File: config.mk
export PLATFORM = sky130hd
export DESIGN_NAME = spi_reg_ctrl
export DESIGN_NICKNAME = d
export VERILOG_FILES = /design/src/rtl/spi_reg_ctrl.sv
export SDC_FILE = /design/constraint.sdc
export NUM_CORES = 1
export LEC_CHECK = 0
export ABC_AREA = 1
export CAP_MARGIN = 40
export CORE_ASPECT_RATIO = 1.2
export CORE_MARGIN = 4
export CORE_UTILIZATION = 57
export CTS_BUF_LIST = sky130_fd_sc_hd__clkbuf_16
export DETAILED_ROUTE_END_ITERATION = 6
export DONT_BUFFER_PORTS = 1
export PLACE_DENSITY_LB_ADDON = 0.15
export SYNTH_ARGS = -nofsm -noshare
export SYNTH_HDL_FRONTEND = slang
export SYNTH_SLANG_ARGS = --single-unit
File: constraint.sdc
create_clock -name clk -period 3.55 [get_ports clk]
set_clock_uncertainty 0.05 [all_clocks]
set_input_delay 0.71 -clock clk [delete_from_list [all_inputs] [get_ports clk]]
set_output_delay 0.71 -clock clk [all_outputs]
set_load 0.01 [all_outputs]
File: src/rtl/spi_reg_ctrl.sv
// spi_reg_ctrl: decodes SPI command frames into register bank write/read
// transactions and streams read data back to the SPI byte transmitter.
module spi_reg_ctrl #(
  parameter  int DATA_WIDTH = 32,
  parameter  int NUM_REGS   = 16,
  localparam int ADDR_W     = $clog2(NUM_REGS),
  localparam int BYTES      = DATA_WIDTH / 8
) (
  input  logic                  clk,
  input  logic                  reset,
  input  logic                  frame_active,
  input  logic                  rx_valid,
  input  logic [7:0]            rx_byte,
  input  logic                  tx_ready,
  output logic                  tx_valid,
  output logic [7:0]            tx_byte,
  output logic                  spi_wr_en,
  output logic [ADDR_W-1:0]     spi_addr_wr,
  output logic [DATA_WIDTH-1:0] data_wr_spi,
  output logic                  spi_rd_en,
  output logic [ADDR_W-1:0]     spi_addr_rd,
  input  logic [DATA_WIDTH-1:0] data_rd_spi,
  output logic                  busy,
  output logic                  cmd_err
);

  localparam int CNT_W = $clog2(BYTES) + 1;
  localparam logic [CNT_W-1:0] LAST_BYTE = CNT_W'(BYTES - 1);

  typedef enum logic [2:0] {
    IDLE,
    WR_DATA,
    RD_FETCH,
    RD_SEND,
    ERR
  } state_e;

  state_e                state_q;
  logic [ADDR_W-1:0]     addr_q;
  logic [CNT_W-1:0]      cnt_q;
  logic [DATA_WIDTH-1:0] wr_data_q;
  logic [DATA_WIDTH-1:0] tx_shift_q;
  logic                  tx_valid_q;
  logic                  spi_wr_en_q;
  logic [ADDR_W-1:0]     spi_addr_wr_q;
  logic [DATA_WIDTH-1:0] data_wr_spi_q;
  logic                  spi_rd_en_q;
  logic [ADDR_W-1:0]     spi_addr_rd_q;
  logic                  cmd_err_q;

  logic [DATA_WIDTH-1:0] wr_data_d;
  logic [6:0]            rsv_d;

  // Next write-data word (MSB byte first) and the reserved command field.
  always_comb begin
    // NOTE: every always_comb output gets a value on every path, so no latch is inferred.
    wr_data_d = (wr_data_q << 8) | DATA_WIDTH'(rx_byte);
    rsv_d     = rx_byte[6:0] >> ADDR_W;
  end

  // Command FSM with registered strobes, addresses and transmit path.
  always_ff @(posedge clk or posedge reset) begin
    if (reset) begin
      state_q       <= IDLE;
      addr_q        <= '0;
      cnt_q         <= '0;
      wr_data_q     <= '0;
      tx_shift_q    <= '0;
      tx_valid_q    <= 1'b0;
      spi_wr_en_q   <= 1'b0;
      spi_addr_wr_q <= '0;
      data_wr_spi_q <= '0;
      spi_rd_en_q   <= 1'b0;
      spi_addr_rd_q <= '0;
      cmd_err_q     <= 1'b0;
    end else begin
      // NOTE: non-blocking assignments keep every register sampling pre-edge values;
      // pulse outputs default low here so each strobe lasts exactly one cycle.
      spi_wr_en_q <= 1'b0;
      spi_rd_en_q <= 1'b0;
      cmd_err_q   <= 1'b0;
      if (!frame_active) begin
        // Frame end wins over everything, including a byte in the same cycle.
        state_q    <= IDLE;
        cnt_q      <= '0;
        wr_data_q  <= '0;
        tx_shift_q <= '0;
        tx_valid_q <= 1'b0;
      end else begin
        case (state_q)
          IDLE: begin
            if (rx_valid) begin
              if (rsv_d != 7'd0) begin
                cmd_err_q <= 1'b1;
                state_q   <= ERR;
              end else if (rx_byte[7]) begin
                addr_q    <= rx_byte[ADDR_W-1:0];
                cnt_q     <= '0;
                wr_data_q <= '0;
                state_q   <= WR_DATA;
              end else begin
                addr_q        <= rx_byte[ADDR_W-1:0];
                spi_rd_en_q   <= 1'b1;
                spi_addr_rd_q <= rx_byte[ADDR_W-1:0];
                state_q       <= RD_FETCH;
              end
            end
          end
          WR_DATA: begin
            if (rx_valid) begin
              wr_data_q <= wr_data_d;
              if (cnt_q == LAST_BYTE) begin
                spi_wr_en_q   <= 1'b1;
                spi_addr_wr_q <= addr_q;
                data_wr_spi_q <= wr_data_d;
                cnt_q         <= '0;
                state_q       <= IDLE;
              end else begin
                cnt_q <= cnt_q + CNT_W'(1);
              end
            end
          end
          RD_FETCH: begin
            // Bank data is valid combinationally while spi_rd_en is high.
            tx_shift_q <= data_rd_spi;
            tx_valid_q <= 1'b1;
            cnt_q      <= '0;
            state_q    <= RD_SEND;
          end
          RD_SEND: begin
            if (tx_ready) begin
              tx_shift_q <= tx_shift_q << 8;
              if (cnt_q == LAST_BYTE) begin
                tx_valid_q <= 1'b0;
                cnt_q      <= '0;
                state_q    <= IDLE;
              end else begin
                cnt_q <= cnt_q + CNT_W'(1);
              end
            end
          end
          ERR: begin
            // Hold here, ignoring bytes, until the frame ends.
          end
          default: state_q <= IDLE;
        endcase
      end
    end
  end

  assign tx_valid    = tx_valid_q;
  assign tx_byte     = tx_shift_q[DATA_WIDTH-1 -: 8];
  assign spi_wr_en   = spi_wr_en_q;
  assign spi_addr_wr = spi_addr_wr_q;
  assign data_wr_spi = data_wr_spi_q;
  assign spi_rd_en   = spi_rd_en_q;
  assign spi_addr_rd = spi_addr_rd_q;
  assign busy        = (state_q != IDLE);
  assign cmd_err     = cmd_err_q;

endmodule
# Word level (Yosys, flattened, before mapping)

Cells that the tools add are included.
W data, S select, Z words.

Add/sub/neg operators: 1
Equality and inequality tests: 15
Multiplexer cells: 42
Bitwise operators: 3
Reductions and logical operators: 11

Operators with widths:

| cell                  | number |
|---|---|
| $mux W24              | 5 |
| $mux W32              | 2 |
| $pmux W32 S2          | 1 |
| $pmux W24 S2          | 1 |
| $mux W3               | 13 |
| $or A32 B8 Y32        | 1 |
| $ne A3 B3 Y1 const B  | 6 |
| $mux W1               | 16 |
| $pmux W3 S5           | 1 |
| $pmux W3 S4           | 1 |
| $reduce_and A4 Y1     | 3 |
| $reduce_and A5 Y1     | 2 |
| $eq A3 B2 Y1 const B  | 3 |
| $reduce_bool A7 Y1    | 1 |
| $ne A3 B1 Y1 const B  | 2 |
| $reduce_and A6 Y1     | 1 |
| $ne A5 B1 Y1 const B  | 1 |
| $add A3 B1 Y3 const B | 1 |
| $eq A3 B1 Y1 const B  | 1 |
| $eq A3 B3 Y1 const B  | 1 |
| $logic_not A3 Y1      | 1 |
| $reduce_and A3 Y1     | 1 |
| $reduce_bool A3 Y1    | 1 |
| $mux W2               | 1 |
| other kinds (4)       | 5 |

Flip-flop bits (word level): 110
Input port bits: 45
Output and inout port bits: 53
Logic and storage cells: 84

# Depth between registers and ports, before layout

Word-level depth: 5
Mapped depth: 9
Depth with buffers taken out: 8

# Worst setup path before layout

Ideal clock, no wire load.

Kind: input port to flip-flop
Start: input port frame_active
End: register wr_data_q[10]
Library setup time: 116 ps
Arrival time: 1,541 ps
Required time: 3,384 ps
Setup slack: 1,843 ps
Cell stages on the path: 8
Cells stage by stage: buf_2 nand3_1 nor2_1 nor2_2 buf_4 buf_4 nand3_1 nand2_1

Longest elaborated chain between the ends: 2
Elaborated cells between the ends (all ways): 7
Classes of those cells: eq/ne (5); mux (1); reduce/logical (1)

Ends and longest elaborated chain:

| item                                                          | line | RTL |
|---|---|---|
| start: declaration                                            | 11   | `input logic frame_active,` |
| $ne A3 B1 Y1 (no line) / $ne A3 B3 Y1 (equally long branches) | n/a  |  |
| $reduce_and A5 Y1 (no line)                                   | n/a  |  |
| end signal: assignment                                        | 111  | `wr_data_q <= wr_data_d;` |
| end: declaration                                              | 41   | `logic [DATA_WIDTH-1:0] wr_data_q;` |

Several ways; a longest one is shown, not always the timed one.
A chain may end at the register's enable or synchronous reset.

# Worst setup path after layout

Start: register state_q[2]
End: register tx_shift_q[1]

Longest elaborated chain between the ends: 3
Elaborated cells between the ends (all ways): 7
Classes of those cells: eq/ne (4); mux (2); reduce/logical (1)

Ends and longest elaborated chain:

| item                                                 | line | RTL |
|---|---|---|
| start: declaration                                   | 38   | `state_e state_q;` |
| start signal: assignment                             | 64   | `state_q <= IDLE;` |
| start signal: assignment                             | 84   | `state_q <= IDLE;` |
| start signal: assignment                             | 95   | `state_q <= ERR;` |
| $eq A3 B2 Y1                                         | 90   | `case (state_q)` |
| $pmux W32 S2, or another cell as far along           | 90   |  |
| $mux W32 / $reduce_and A2 Y1 (equally long branches) | n/a  |  |
| end signal: assignment                               | 125  | `tx_shift_q <= data_rd_spi;` |
| end signal: assignment                               | 132  | `tx_shift_q <= tx_shift_q << 8;` |
| end: declaration                                     | 42   | `logic [DATA_WIDTH-1:0] tx_shift_q;` |

Several ways; a longest one is shown, not always the timed one.

==> impl_metrics.ini <==
[critical_path]
crit_fanout = 34
path_cells = nor2_2, inv_1, nand2_1, nand2_4, inv_2, nand2_1, nand2_1
crit_top_cell = nand2_1
cp_slowest_stage_delay_ns = 0.48
crit_start = state_q[2]$_DFFE_PP0P_
crit_cells = 7
reg2regPathDepth = 7
arrival_ns = 2.37
worst_ep_required_time_ns = 3.78
crit_family = simple AND/OR/NAND/NOR gates
path_class = register to register
worstReg2RegStart = state_q[2]$_DFFE_PP0P_
path_buf_inv = 2
cp_slowest_cell = inv_2
cp-start-kind = register
crit_path_end_kind = register

[floorplan]
io_pins = 98
initial_core_util = 0.584
fp.dieH_um = 111
core-area_um2 = 8560
die_area_um2 = 10300
row_count = 37
fp.dieW_um = 93.5

[placement]
placed_area_um2 = 4940
place_inst = 713
numPortBuffers = 0
place_congestion = 0.796
dp_hpwl_um = 7300

[clock_tree]
ctsResizeCount = 0
clk_path_buf_depth = 2
cts-root-buf = clkbuf_16
clk_pin_slew_worst_paths_ns = 0.07
post_cts_buffers = 0
clk_latency_ns = 0.35
clock_sink_count = 110
cts_hold_buf = 0
numCtsBuffers = 9
cts_tree = built
htree_levels = 3

[global_route]
grt_pass1_wl_um = 17900
grt_max_degree = 78
antenna_found_initial = 0
grt_pass1_vias = 3867
grt_use_total = 0.218
grt.overflow.total = 0

[logic_synthesis]
synth_top_area_share = 0.550
synthTopCellsByArea = dfrtp_1 55%, nand2_1 22%, nand3_1 6.7%, nor2_1 3.0%, inv_1 2.5%
synth.yosys.seq_area_share = 0.550
mappedNetlistNets = 678
yosysUniqueCellTypes = 19
ys.flop_type = dfrtp_1
syn-cell-area_um2 = 5000
synth_edf_count = 0
syn_inst = 632
yosysWarnings = 0
ys_seq_elements = 110
yosys.area.top_type = dfrtp_1
synth_area_per_cell_um2 = 7.92
synthArstFlopShare = 1.00

[layout]
final_cells = 728
design_area_um2 = 5260
fillCellCount = 801
multi_input_area_um2 = 1840
antenna_cells = 0
area_growth_pct = 5.05
nets = 653
drive_gt1_frac = 0.0606
ff_latch_area_um2 = 2750

[power_and_ir_drop]
vdd_drop_max_uv = 275
power_w = 0.00268
p_leak_nw = 2.84
pwr_density_cell_nw_per_um2 = 510

[sta]
slew_violations = 0
worst_pin_slew_ns = 0.786
min_period_ns = 2.13
tns_ns = 0
rsz0062_at_grt = false
setup_violations = 0
relSlewSlack = 0.475
min_period_over_period = 0.601
max_freq_mhz = 469
finalHoldViolCount = 0

[routing]
remaining_drc_errors = 0
drtIter0Drc = 175
wl_um = 10600
vias = 3839
firstDrtPassIters = 4
avgRoutedWirePerCell_um = 14.6
routed_via_density = 5.27
final_antenna_net_count = 0

[status]
status = finished, final reports clean

[min_path]
hold_class = primary input to asynchronous set/reset pin

[run]
drv_cap = 0
==> worst register-to-register path: stages (launching register included) <==
cell and delay [ns]:
dfrtp_1 0.45, nor2_2 0.46, inv_1 0.08, nand2_1 0.12, nand2_4 0.22, inv_2 0.49
nand2_1 0.13, nand2_1 0.09
==> path summary, 6_finish.rpt <==
path                       slack (ns)                          to
max                              1.42   tx_shift_q[1]$_DFFE_PP0P_
min                              0.30  tx_shift_q[25]$_DFFE_PP0P_
max reg2reg                      1.42   tx_shift_q[1]$_DFFE_PP0P_
min reg2reg                      0.42  tx_shift_q[19]$_DFFE_PP0P_
max in group asynchronous        2.31    wr_data_q[9]$_DFFE_PP0P_
min in group clk                 0.40         spi_rd_en$_DFF_PP0_
==> through the flow <==
| stage | setup slack [ns] | hold slack, ns | utilization |
|---|---|---|---|
| 2_1_floorplan | 1.46 | 0.392 | - |
| 3_3_place_gp | 1.37 | 0.403 | 0.577 |
| 3_5_place_dp | 1.30 | 0.409 | 0.577 |
| 4_1_cts | 1.40 | 0.321 | 0.614 |
| 5_1_grt | 1.14 | 0.349 | 0.614 |
| 6_report | 1.42 | 0.305 | 0.614 |
==> synthesized netlist by cell type, types with 4 or more instances <==
master and instances:
o21ai_0 23, buf_6 4, buf_2 17, nor2_1 40, inv_1 33, buf_4 15, o21ai_1 12, clkbuf_1 5
nor2_2 4, dfrtp_1 110, inv_2 6, nand2_1 289, nand3_1 67
==> layout by cell type, fill, tap and decap left out, drive strengths merged <==
| cell | n |
|---|---|
| ha | 1 |
| nand2 | 291 |
| clkinv | 3 |
| buf | 5 |
| nor2 | 45 |
| nand3 | 67 |
| inv | 39 |
| dfrtp | 110 |
| bufinv | 2 |
| o21ai | 37 |
| clkbuf | 9 |
| nand4 | 1 |
| clkinvlp | 1 |
==> flip-flops by register name, summed over array words and instances, names as in the netlist <==
register     count
data_wr_spi     32
tx_shift_q      32
wr_data_q       24
addr_q           4
spi_addr_rd      4
spi_addr_wr      4
cnt_q            3
state_q          3
cmd_err          1
spi_rd_en        1
spi_wr_en        1
tx_valid         1
==> cell type report <==
type / instances / share of cell area
flip-flops and latches: 110 / 0.524
well taps: 117 / 0.0279
clock inverters: 6 / 0.0164
multi-input cells: 442 / 0.351
clock buffers: 9 / 0.0429
repair buffers: 5 / 0.00952
inverters: 39 / 0.0286
==> kinds of logic (layout without fill, tap and decap cells) <==
kind of cell	Yosys count	in the layout	synth area share
adder cells (fa/ha/maj)	1	1	0.00250
buffers and inverters	80	59	0.0815
flip-flops	110	110	0.550
AO/OA/AOI/OAI	37	37	0.0385
AND/OR/NAND/NOR	404	404	0.327
==> per-layer routing <==
metal / track usage / share of wire / routed length (um) / up-vias
li1: - / - / - / 1894
met5: 0 / 0 / 0 / -
met1: 0.260 / 0.39 / 4150 / 1814
met3: 0.0484 / 0.049 / 518 / 26
met4: 0.109 / 0.038 / 401 / 0
met2: 0.365 / 0.52 / 5550 / 105
==> power by group <==
part	total, W	internal, W	switching, W
clock	0.00106	0.000615	0.000444
sequential	0.00138	0.00132	0.0000592
combinational	0.000236	0.0000611	0.000175
Power figures use the tool's default switching activity.
